**src/rtl/hacd_pkg.sv**
```systemverilog
// Shared types, register offsets and handshake state encoding for the HACD
// interrupt/control register block.
package hacd_pkg;

   typedef struct packed {
      logic        valid;
      logic        write;
      logic [31:0] addr;
      logic [31:0] wdata;
      logic [3:0]  wstrb;
   } reg_intf_req_a32_d32;

   typedef struct packed {
      logic        ready;
      logic [31:0] rdata;
      logic        error;
   } reg_intf_resp_d32;

   localparam logic [7:0] HACD_IRQ_CTRL_OFS   = 8'h00;
   localparam logic [7:0] HACD_IRQ_LOWWM_OFS  = 8'h04;
   localparam logic [7:0] HACD_IRQ_STATUS_OFS = 8'h08;
   localparam logic [7:0] HACD_IRQ_ENABLE_OFS = 8'h0C;
   localparam logic [7:0] HACD_IRQ_FREE_OFS   = 8'h10;
   localparam logic [7:0] HACD_IRQ_EVTCNT_OFS = 8'h14;

   localparam int CTRL_INACTIVE_BIT = 31;

   typedef enum logic {IDLE = 1'b0, ACK = 1'b1} hacd_irq_fsm_e;

   // Expands the four byte strobes into a per-bit write mask.
   function automatic logic [31:0] strb_mask(input logic [3:0] wstrb);
      return {{8{wstrb[3]}}, {8{wstrb[2]}}, {8{wstrb[1]}}, {8{wstrb[0]}}};
   endfunction

endpackage

```
**src/rtl/hacd_wm_monitor.sv**
```systemverilog
// Free-page low-watermark monitor: raises alert_o after HOLD_CYCLES
// consecutive cycles with free_pages_i below a non-zero low_wm_i.
module hacd_wm_monitor #(
   parameter int unsigned CNT_W       = 32,
   parameter int unsigned HOLD_CYCLES = 16
) (
   input  logic             clk_i,
   input  logic             rst_ni,
   input  logic [CNT_W-1:0] free_pages_i,
   input  logic [CNT_W-1:0] low_wm_i,
   output logic             alert_o,
   output logic             alert_rise_o
);

   localparam int unsigned HW = $clog2(HOLD_CYCLES + 1);
   localparam logic [HW-1:0] HOLD_CNT = HW'(HOLD_CYCLES);

   logic          below;
   logic [HW-1:0] hold_cnt_q;
   logic          alert_q;

   // A zero watermark disables the monitor entirely.
   assign below = (low_wm_i != '0) && (free_pages_i < low_wm_i);

   always_ff @(posedge clk_i or negedge rst_ni) begin
      if (!rst_ni) begin
         hold_cnt_q <= '0;
         alert_q    <= 1'b0;
      end else begin
         alert_q <= alert_o;
         if (!below)
            hold_cnt_q <= '0;
         else if (hold_cnt_q != HOLD_CNT)
            hold_cnt_q <= hold_cnt_q + 1'b1;
      end
   end

   assign alert_o      = (hold_cnt_q == HOLD_CNT);
   assign alert_rise_o = alert_o & ~alert_q;

endmodule

```
**src/rtl/hacd_irq_regs.sv**
```systemverilog
// Register slave for the HACD core: sticky interrupt status with enable mask,
// W1C and software trigger, event counter, and the low-watermark OOM alert.
module hacd_irq_regs
   import hacd_pkg::*;
#(
   parameter int unsigned N_IRQ       = 4,
   parameter int unsigned CNT_W       = 32,
   parameter int unsigned HOLD_CYCLES = 16
) (
   input  logic                clk_i,
   input  logic                rst_ni,
   input  reg_intf_req_a32_d32 req_i,
   output reg_intf_resp_d32    resp_o,
   input  logic [N_IRQ-1:0]    evt_i,
   input  logic [CNT_W-1:0]    free_pages_i,
   output logic [N_IRQ:0]      irq_o,
   output logic                inactive_ctrl_o,
   output logic                alert_oom_o,
   output logic                dbg_state_o
);

   // Handshake: a request is accepted on the edge where req_i.valid=1 in IDLE;
   // resp_o.ready is high for exactly the following cycle, then back to IDLE.
   hacd_irq_fsm_e    state_q;
   logic             ready_q, error_q;
   logic [31:0]      rdata_q;

   logic [N_IRQ:0]   status_q, enable_q, irq_q;
   logic [CNT_W-1:0] low_wm_q;
   logic             inactive_q;
   logic [15:0]      evt_cnt_q;

   logic             accept, wr;
   logic [7:0]       ofs;
   logic [31:0]      bmask;
   logic             rd_hit;
   logic [31:0]      rd_val;
   logic [N_IRQ-1:0] swtrig;
   logic [N_IRQ:0]   w1c, status_d;
   logic [4:0]       n_set;
   logic [16:0]      cnt_sum;
   logic             alert, alert_rise;

   assign accept = (state_q == IDLE) && req_i.valid;
   assign wr     = accept && req_i.write;
   assign ofs    = {req_i.addr[7:2], 2'b00};
   assign bmask  = strb_mask(req_i.wstrb);

   always_comb begin
      rd_hit = 1'b1;
      rd_val = '0;
      case (ofs)
         HACD_IRQ_CTRL_OFS:   rd_val[CTRL_INACTIVE_BIT] = inactive_q;
         HACD_IRQ_LOWWM_OFS:  rd_val[CNT_W-1:0] = low_wm_q;
         HACD_IRQ_STATUS_OFS: rd_val[N_IRQ:0] = status_q;
         HACD_IRQ_ENABLE_OFS: rd_val[N_IRQ:0] = enable_q;
         HACD_IRQ_FREE_OFS:   rd_val[CNT_W-1:0] = free_pages_i;
         HACD_IRQ_EVTCNT_OFS: rd_val[15:0] = evt_cnt_q;
         default:             rd_hit = 1'b0;
      endcase
   end

   // N_IRQ <= 16, so the software trigger only ever sees byte 0/1 strobes.
   assign swtrig = (wr && ofs == HACD_IRQ_CTRL_OFS) ?
                   (req_i.wdata[N_IRQ-1:0] & bmask[N_IRQ-1:0]) : '0;
   assign w1c    = (wr && ofs == HACD_IRQ_STATUS_OFS) ?
                   (req_i.wdata[N_IRQ:0] & bmask[N_IRQ:0]) : '0;

   // Set wins over a simultaneous W1C of the same bit.
   assign status_d = (status_q & ~w1c) | {alert_rise, evt_i | swtrig};
   assign n_set    = 5'($countones(evt_i | swtrig));
   assign cnt_sum  = {1'b0, evt_cnt_q} + {12'b0, n_set};

   hacd_wm_monitor #(
      .CNT_W       (CNT_W),
      .HOLD_CYCLES (HOLD_CYCLES)
   ) u_wm_monitor (
      .clk_i        (clk_i),
      .rst_ni       (rst_ni),
      .free_pages_i (free_pages_i),
      .low_wm_i     (low_wm_q),
      .alert_o      (alert),
      .alert_rise_o (alert_rise)
   );

   always_ff @(posedge clk_i or negedge rst_ni) begin
      if (!rst_ni) begin
         state_q    <= IDLE;
         ready_q    <= 1'b0;
         rdata_q    <= '0;
         error_q    <= 1'b0;
         status_q   <= '0;
         enable_q   <= '0;
         irq_q      <= '0;
         low_wm_q   <= '0;
         inactive_q <= 1'b0;
         evt_cnt_q  <= '0;
      end else begin
         case (state_q)
            IDLE: begin
               if (req_i.valid) begin
                  state_q <= ACK;
                  ready_q <= 1'b1;
                  rdata_q <= (req_i.write || !rd_hit) ? 32'h0 : rd_val;
                  error_q <= !rd_hit;
               end
            end
            ACK: begin
               state_q <= IDLE;
               ready_q <= 1'b0;
            end
            default: state_q <= IDLE;
         endcase

         status_q <= status_d;
         irq_q    <= status_q & enable_q;

         if (wr && ofs == HACD_IRQ_EVTCNT_OFS)
            evt_cnt_q <= '0;
         else
            evt_cnt_q <= cnt_sum[16] ? 16'hFFFF : cnt_sum[15:0];

         if (wr && ofs == HACD_IRQ_CTRL_OFS && req_i.wstrb[3])
            inactive_q <= req_i.wdata[CTRL_INACTIVE_BIT];
         if (wr && ofs == HACD_IRQ_LOWWM_OFS)
            low_wm_q <= (low_wm_q & ~bmask[CNT_W-1:0]) |
                        (req_i.wdata[CNT_W-1:0] & bmask[CNT_W-1:0]);
         if (wr && ofs == HACD_IRQ_ENABLE_OFS)
            enable_q <= (enable_q & ~bmask[N_IRQ:0]) |
                        (req_i.wdata[N_IRQ:0] & bmask[N_IRQ:0]);
      end
   end

   assign resp_o.ready    = ready_q;
   assign resp_o.rdata    = rdata_q;
   assign resp_o.error    = error_q;
   assign irq_o           = irq_q;
   assign inactive_ctrl_o = inactive_q;
   assign alert_oom_o     = alert;
   assign dbg_state_o     = state_q;

   logic unused_req_bits;
   assign unused_req_bits = ^{req_i.addr[31:8], req_i.addr[1:0], req_i.wdata, bmask};

endmodule

```
**config.mk**
```make
export PLATFORM = sky130hd
export DESIGN_NAME = hacd_irq_regs
export DESIGN_NICKNAME = d
export VERILOG_FILES = /design/src/rtl/hacd_pkg.sv /design/src/rtl/hacd_wm_monitor.sv /design/src/rtl/hacd_irq_regs.sv
export SDC_FILE = /design/constraint.sdc
export NUM_CORES = 1
export LEC_CHECK = 0
export BUFFER_PORTS_ARGS = -buffer_cell sky130_fd_sc_hd__buf_4
export CORE_MARGIN = 10
export CORE_UTILIZATION = 35
export CTS_CLUSTER_DIAMETER = 200
export CTS_CLUSTER_SIZE = 40
export DETAILED_ROUTE_END_ITERATION = 7
export HOLD_SLACK_MARGIN = 0.05
export PLACE_DENSITY = 0.65
export SLEW_MARGIN = 0
export SYNTH_ARGS = -nofsm -noshare
export SYNTH_HDL_FRONTEND = slang
export SYNTH_SLANG_ARGS = --single-unit
```
**constraint.sdc**
```tcl
create_clock -name clk_i -period 4.2 [get_ports clk_i]
set_clock_uncertainty 0.05 [all_clocks]
set_input_delay 0.84 -clock clk_i [delete_from_list [all_inputs] [get_ports clk_i]]
set_output_delay 0.84 -clock clk_i [all_outputs]
set_load 0.01 [all_outputs]
```
# ---- Word-level counts from Yosys, hierarchy flattened
# Index checks and enable logic that the tools add are counted.
dict set report word_totals {
  input_bits 108
  output_inout_bits 42
  elab_cells 75
  reg_bits 105
}
dict set report op_classes {
  bitwise 17
  mux 16
  reduce_logical 15
  magnitude_cmp 1
  eq_ne 9
  add_sub_neg 5
}
# op n
set ops {}
lappend ops {{$and A32 B32 Y32} 2}
lappend ops {{$pmux W11 S3} 1}
lappend ops {{$lt A32 B32 Y1} 1}
lappend ops {{$mux W16} 2}
lappend ops {{$mux W32} 1}
lappend ops {{$not A32 Y32} 1}
lappend ops {{$or A32 B32 Y32} 1}
lappend ops {{$reduce_bool A32 Y1} 1}
lappend ops {{$pmux W15 S2} 1}
lappend ops {{$pmux W5 S5} 1}
lappend ops {{$and A5 B5 Y5} 4}
lappend ops {{$add A16 B3 Y17} 1}
lappend ops {{$mux W5} 3}
lappend ops {{$eq A6 B2 Y1 const B} 2}
lappend ops {{$eq A6 B3 Y1 const B} 2}
lappend ops {{$not A5 Y5} 2}
lappend ops {{$or A5 B5 Y5} 2}
lappend ops {{$logic_and A1 B1 Y1} 9}
lappend ops {{$logic_not A8 Y1} 1}
lappend ops {{$eq A6 B1 Y1 const B} 1}
lappend ops {{$reduce_or A6 Y1} 1}
lappend ops {{$add A5 B1 Y5 const B} 1}
lappend ops {{$eq A5 B5 Y1 const B} 1}
lappend ops {{$ne A5 B5 Y1 const B} 1}
lappend ops {{other kinds (14)} 20}

# ---- Depth between registers and ports, before layout
dict set report depth {
  word_depth 11
  ltp_mapped 14
  mapped_depth_nobuf 13
}

# ---- Cells and area by module
# From an unflattened synthesis, not the netlist that was laid out.
dict set report hier_totals {
  cells_unflattened 525
  hier_area_um2 5800.6
}
# mod area_per_inst_um2 instances seq_area_each_um2 cells_each
set by_module_without_submodules {}
lappend by_module_without_submodules {hacd_irq_regs 4638.2 1 2477.4 376}
lappend by_module_without_submodules {hacd_wm_monitor 1162.4 1 150.1 149}

# ---- Worst setup path after synthesis
# No wires, ideal clock.
dict set report synth_path {
  path_kind {input to register}
  startpoint {in req_i[39] (netlist bit)}
  endpoint {reg evt_cnt_q[10]}
  path_buffers 1
  setup_slack_ps 184
  stages 12
  setup_time_ps 137
  required_ps 4013
  arrival_time_ps 3829
  path_cell_list {or4_4 -> nor3_1 -> nor2b_1 -> a21oi_1 -> fa_1 -> fa_1 -> inv_1 -> fa_1 -> and3_1 -> nand3_1 -> clkbuf_1 -> a21oi_1}
}
dict set report synth_between {
  elab_chain_cells 9
  word_cells_on_any_way 12
  classes_between {add/sub: 4; eq/ne: 1; mux: 3; bitwise: 1; reduce/logical: 3}
}
# element line
set synth_rtl {}
lappend synth_rtl {{from (decl)} hacd_irq_regs.sv:12} ;# input reg_intf_req_a32_d32 req_i,
lappend synth_rtl {{$logic_not A8 Y1} hacd_irq_regs.sv:64} ;# assign swtrig = (wr && ofs == HACD_IRQ_CTRL_OFS) ?
lappend synth_rtl {{$logic_and A1 B1 Y1} hacd_irq_regs.sv:64}
lappend synth_rtl {{$mux W4} hacd_irq_regs.sv:64}
lappend synth_rtl {{$or A4 B4 Y4} hacd_irq_regs.sv:71} ;# assign n_set = 5'($countones(evt_i | swtrig));
lappend synth_rtl {{$add A1 B1 Y2 (implied by the code)} hacd_irq_regs.sv:71}
lappend synth_rtl {{$add A2 B2 Y3 (implied by the code)} hacd_irq_regs.sv:71}
lappend synth_rtl {{$add A16 B3 Y17} hacd_irq_regs.sv:72} ;# assign cnt_sum = {1'b0, evt_cnt_q} + {12'b0, n_set};
lappend synth_rtl {{$mux W16} hacd_irq_regs.sv:121} ;# evt_cnt_q <= cnt_sum[16] ? 16'hFFFF : cnt_sum[15:0];
lappend synth_rtl {{$mux W16 (*)} hacd_irq_regs.sv:118} ;# if (wr && ofs == HACD_IRQ_EVTCNT_OFS)
lappend synth_rtl {{to (signal assigned)} hacd_irq_regs.sv:121}
lappend synth_rtl {{to (decl)} hacd_irq_regs.sv:31} ;# logic [15:0] evt_cnt_q;
# Every way passes the cells marked *; elsewhere a longest branch is shown, timed or not.
# A chain may end at the register's enable or synchronous reset.

# ---- Worst setup path after layout
dict set report layout_path {
  startpoint {in req_i[39] (netlist bit)}
  endpoint {reg evt_cnt_q[14]}
}
# The elaborated chain is that of the path after synthesis.

==> run summary <==
================================================================================
Outcome ........................................................... finished, final reports clean
Overall via count from detail_route ...............................        4,888
Cell area after technology mapping ................................     5640 µm²
Crit-path cells ................................................... buf_4 -> or4_4 -> nor3_1 -> nor2b_1 -> buf_4 -> a21oi_1 -> fa_1 -> fa_1 -> inv_1 -> fa_1 -> and3_1 -> and3_1 -> nor2_1 -> a311oi_1
RSZ-0062 raised after global routing ..............................        false
Average footprint of a synthesized cell ...........................     9.88 µm²
Nets in the synthesized netlist ...................................          716
Slew of the pin with the lowest slew margin .......................     0.920 ns
Fill cell instance count of the final layout ......................        1,528
Clock tree from TritonCTS .........................................        built
First DRT Iteration DRCs ..........................................          513
Critical path start-end classification ............................ primary input to register
Required time at the worst-slack endpoint .........................      4.41 ns
Residual DRC ......................................................            0
Boundary pin count ................................................          150
Hold worst-path end ............................................... ready_q$_DFFE_PN0P_
Via count of the first global-routing pass ........................        5,090
Final setup viols .................................................            0
Crit path max-delay family ........................................ simple AND/OR/NAND/NOR gates
Leftover overflow at the end of global routing ....................            0
Remaining antenna violation count after routing ...................            0
Estimated wirelength of the detail-placed design ..................      13.1 mm
Tightest Hold Check Type .......................................... register to register
Ant diodes ........................................................            0
Prevailing post-synth register cell ...............................      dfrtp_1
Tot GR Track Use ..................................................        15.6%
Top post-synthesis cells by area .................................. dfrtp_1, ha_1, o21ai_0
Per-cell via count in the routed design ...........................         5.33
Area of all placed cells without fillers ..........................     7100 µm²
Setup TNS Final ...................................................         0 ns
Root buffer cell ..................................................    clkbuf_16
Areal power density over the cells ................................   359 nW/µm²
Gates resized, CTS repair .........................................            0
FFs w/ async S/R, synth ...........................................         100%
Startpoint type of the worst setup path ........................... primary input
Hold Vio Cnt, Final ...............................................            0
Arrival time worst endpoint .......................................      4.18 ns
Max Fanout on Critical Path .......................................            5
Proportion of layout cells with a drive suffix above 1 ............        27.4%
Number of synthesized register bits ...............................          105
Launch point of the worst reg-to-reg path ......................... dbg_state_o$_DFF_PN0_
FF/Latch Area .....................................................     2630 µm²
Max-slew headroom .................................................        38.5%
Maximum VDD drop ..................................................       202 µV
Lkg Pwr ...........................................................      3.39 nW
Internal reg-to-reg setup slack ...................................      0.80 ns
DP Area ...........................................................     6830 µm²
Area added between synthesis and finish ...........................        26.0%
Horizontal extent of the die ......................................       147 µm
Routability-driven placement congestion ratio .....................        0.869
First-pass iteration count of the detailed router .................            5
Number of max-cap violations ......................................            0
Slew Viols, Final .................................................            0
Library cell appearing most often on the critical path ............         fa_1
Hold_buf cts ......................................................            0
Clk pin slew, worst setup/hold paths ..............................      0.07 ns
Number of enable-type register cells in the synthesized netlist ...            0
Reg-to-Reg End .................................................... evt_cnt_q[14]$_DFF_PN0_
Antenna violations before repair ..................................            0
Maximum level of the CTS H-tree ...................................            3
Fraction of synthesized cell area taken by the top area cell type .        46.6%
Nets ..............................................................          842
Average wire per standard cell ....................................      18.6 µm
Count of buffers added by post-CTS timing repair for setup ........            0
Maximum frequency from static timing analysis .....................      252 MHz
Sinks on Clock Net ................................................          105
Min-delay src ..................................................... dbg_state_o$_DFF_PN0_
Max stage delay on crit path ......................................      0.54 ns
Slowest cell on crit path .........................................        or4_4
Floorplan row count ...............................................           46
Combined area of the multi-input logic cells ......................     2720 µm²
Port-buffer cells .................................................          123
WP buf/inv ........................................................            3
Synthesized instance count ........................................          571
Synthesis Warnings ................................................            0
Area of the placeable core ........................................   15,800 µm²
Inserted Clock Buffers ............................................            9
Wire length after detailed routing ................................      17.1 mm
Insertion delay to the later sink of the worst-skew pair ..........      0.36 ns
Die height ........................................................       147 µm
Buffer levels on the longest clock path ...........................            2
Effective utilization at floorplan ................................        35.6%
Category of the worst setup path capture point ....................     register
Post-route fraction of the period consumed by the critical path ...        94.4%
Count of cells along the worst hold path ..........................            1
First-pass GRT wire length ........................................      27.3 mm
Final critical delay including setup and external delays ..........      3.96 ns
Die outline area ..................................................   21,600 µm²
R2r worst-path depth ..............................................           14
Seq/Total Area, Yosys .............................................        46.6%
Maximum number of pins on one net before global-route repair ......           42
Number of different library cells in the post-synthesis netlist ...           54
Library cell with the largest summed area after synthesis .........      dfrtp_1
================================================================================
## report_power, final
group          internal, W  total [W]  leakage (nW)  switching (W)
logic             0.000262   0.000536          1.93       0.000274
clock network     0.000415   0.000808         0.135       0.000393
registers          0.00111    0.00121          1.33      0.0000988
## metal layers
metal	GRT usage (%)	up-vias	part of all wire, %
met1	20.7	2395	46
met3	3.75	20	7.0
met5	0	-	0
met4	5.70	0	1.8
met2	24.4	191	45
li1	-	2282	-
## per-stage QoR
step,cells,hold slack (ns),utilization (%),worst slack (ns),power [W]
global placement,902,0.376,43.2,-0.0500,0.00174
global route,917,0.443,44.9,0.0596,0.00270
detailed placement,902,0.404,43.2,-0.113,0.00176
floorplan,571,0.401,-,0.184,0.00153
finish,917,0.409,44.9,0.236,0.00255
CTS,917,0.415,44.9,0.219,0.00257
## cell usage in the layout (no fill, tap or decap), types with 3 or more instances in the layout
| cell | Yosys | final |
|---|---|---|
| xnor2_1 | 4 | 4 |
| clkbuf_16 | 0 | 9 |
| and2_1 | 5 | 5 |
| nor2_1 | 14 | 14 |
| a22o_1 | 7 | 7 |
| mux2i_1 | 8 | 8 |
| nand3_1 | 13 | 13 |
| nand4_1 | 11 | 11 |
| clkinv_2 | 0 | 3 |
| o21ai_0 | 61 | 61 |
| nand2_1 | 79 | 79 |
| mux2_2 | 23 | 23 |
| a22oi_1 | 27 | 27 |
| a21bo_2 | 4 | 4 |
| xor2_1 | 11 | 11 |
| inv_1 | 41 | 41 |
| dfrtp_1 | 105 | 105 |
| buf_4 | 4 | 141 |
| fa_1 | 3 | 3 |
| ha_1 | 34 | 34 |
| nand2b_1 | 3 | 3 |
| a2bb2oi_1 | 3 | 3 |
| nor4_1 | 10 | 10 |
| and3_1 | 5 | 5 |
| a21oi_1 | 28 | 28 |
| nor3_1 | 10 | 10 |
## cells in the mapped netlist, types with 3 or more instances
cell type  number
nand2_1        79
nand4_1        11
nand3_1        13
inv_1          41
a21oi_1        28
and3_1          5
ha_1           34
a22o_1          7
xor2_1         11
a21bo_2         4
nor2_1         14
nand2b_1        3
fa_1            3
and2_1          5
buf_4           4
buf_1           3
buf_2           5
mux2i_1         8
nor4_1         10
o21ai_0        61
mux2_2         23
clkbuf_1       12
a2bb2oi_1       3
xnor2_1         4
a22oi_1        27
nor3_1         10
dfrtp_1       105
## worst max path at each step
stage	startpoint	to	slack, ns	cells past startpoint
6_report	req_i[39]	evt_cnt_q[14]$_DFF_PN0_	0.24	14
5_1_grt	req_i[39]	evt_cnt_q[14]$_DFF_PN0_	0.06	14
4_1_cts	req_i[39]	evt_cnt_q[14]$_DFF_PN0_	0.22	14
3_5_place_dp	req_i[39]	evt_cnt_q[14]$_DFF_PN0_	-0.11	14
3_3_place_gp	req_i[39]	evt_cnt_q[14]$_DFF_PN0_	-0.05	14
2_1_floorplan	req_i[39]	evt_cnt_q[10]$_DFF_PN0_	0.18	12
## layout make-up
class | instances | area share, %
clock buffer | 10 | 3.36
tap | 216 | 3.80
clock inverter | 5 | 0.440
multi-input combinational | 398 | 38.3
inverter | 42 | 2.22
sequential | 105 | 37.0
timing repair buffer | 141 | 14.9
## cell families after synthesis
logic type,after synthesis,synth area share (%)
and+or+nand+nor,168,15.0
AOI/OAI and AO/OA,147,16.2
DFF,105,46.6
buffers and inverters,68,5.17
adders and majority gates,37,8.61
muxes,31,6.01
xor gates and xnor gates,15,2.33
Power figures use the tool's default switching activity.
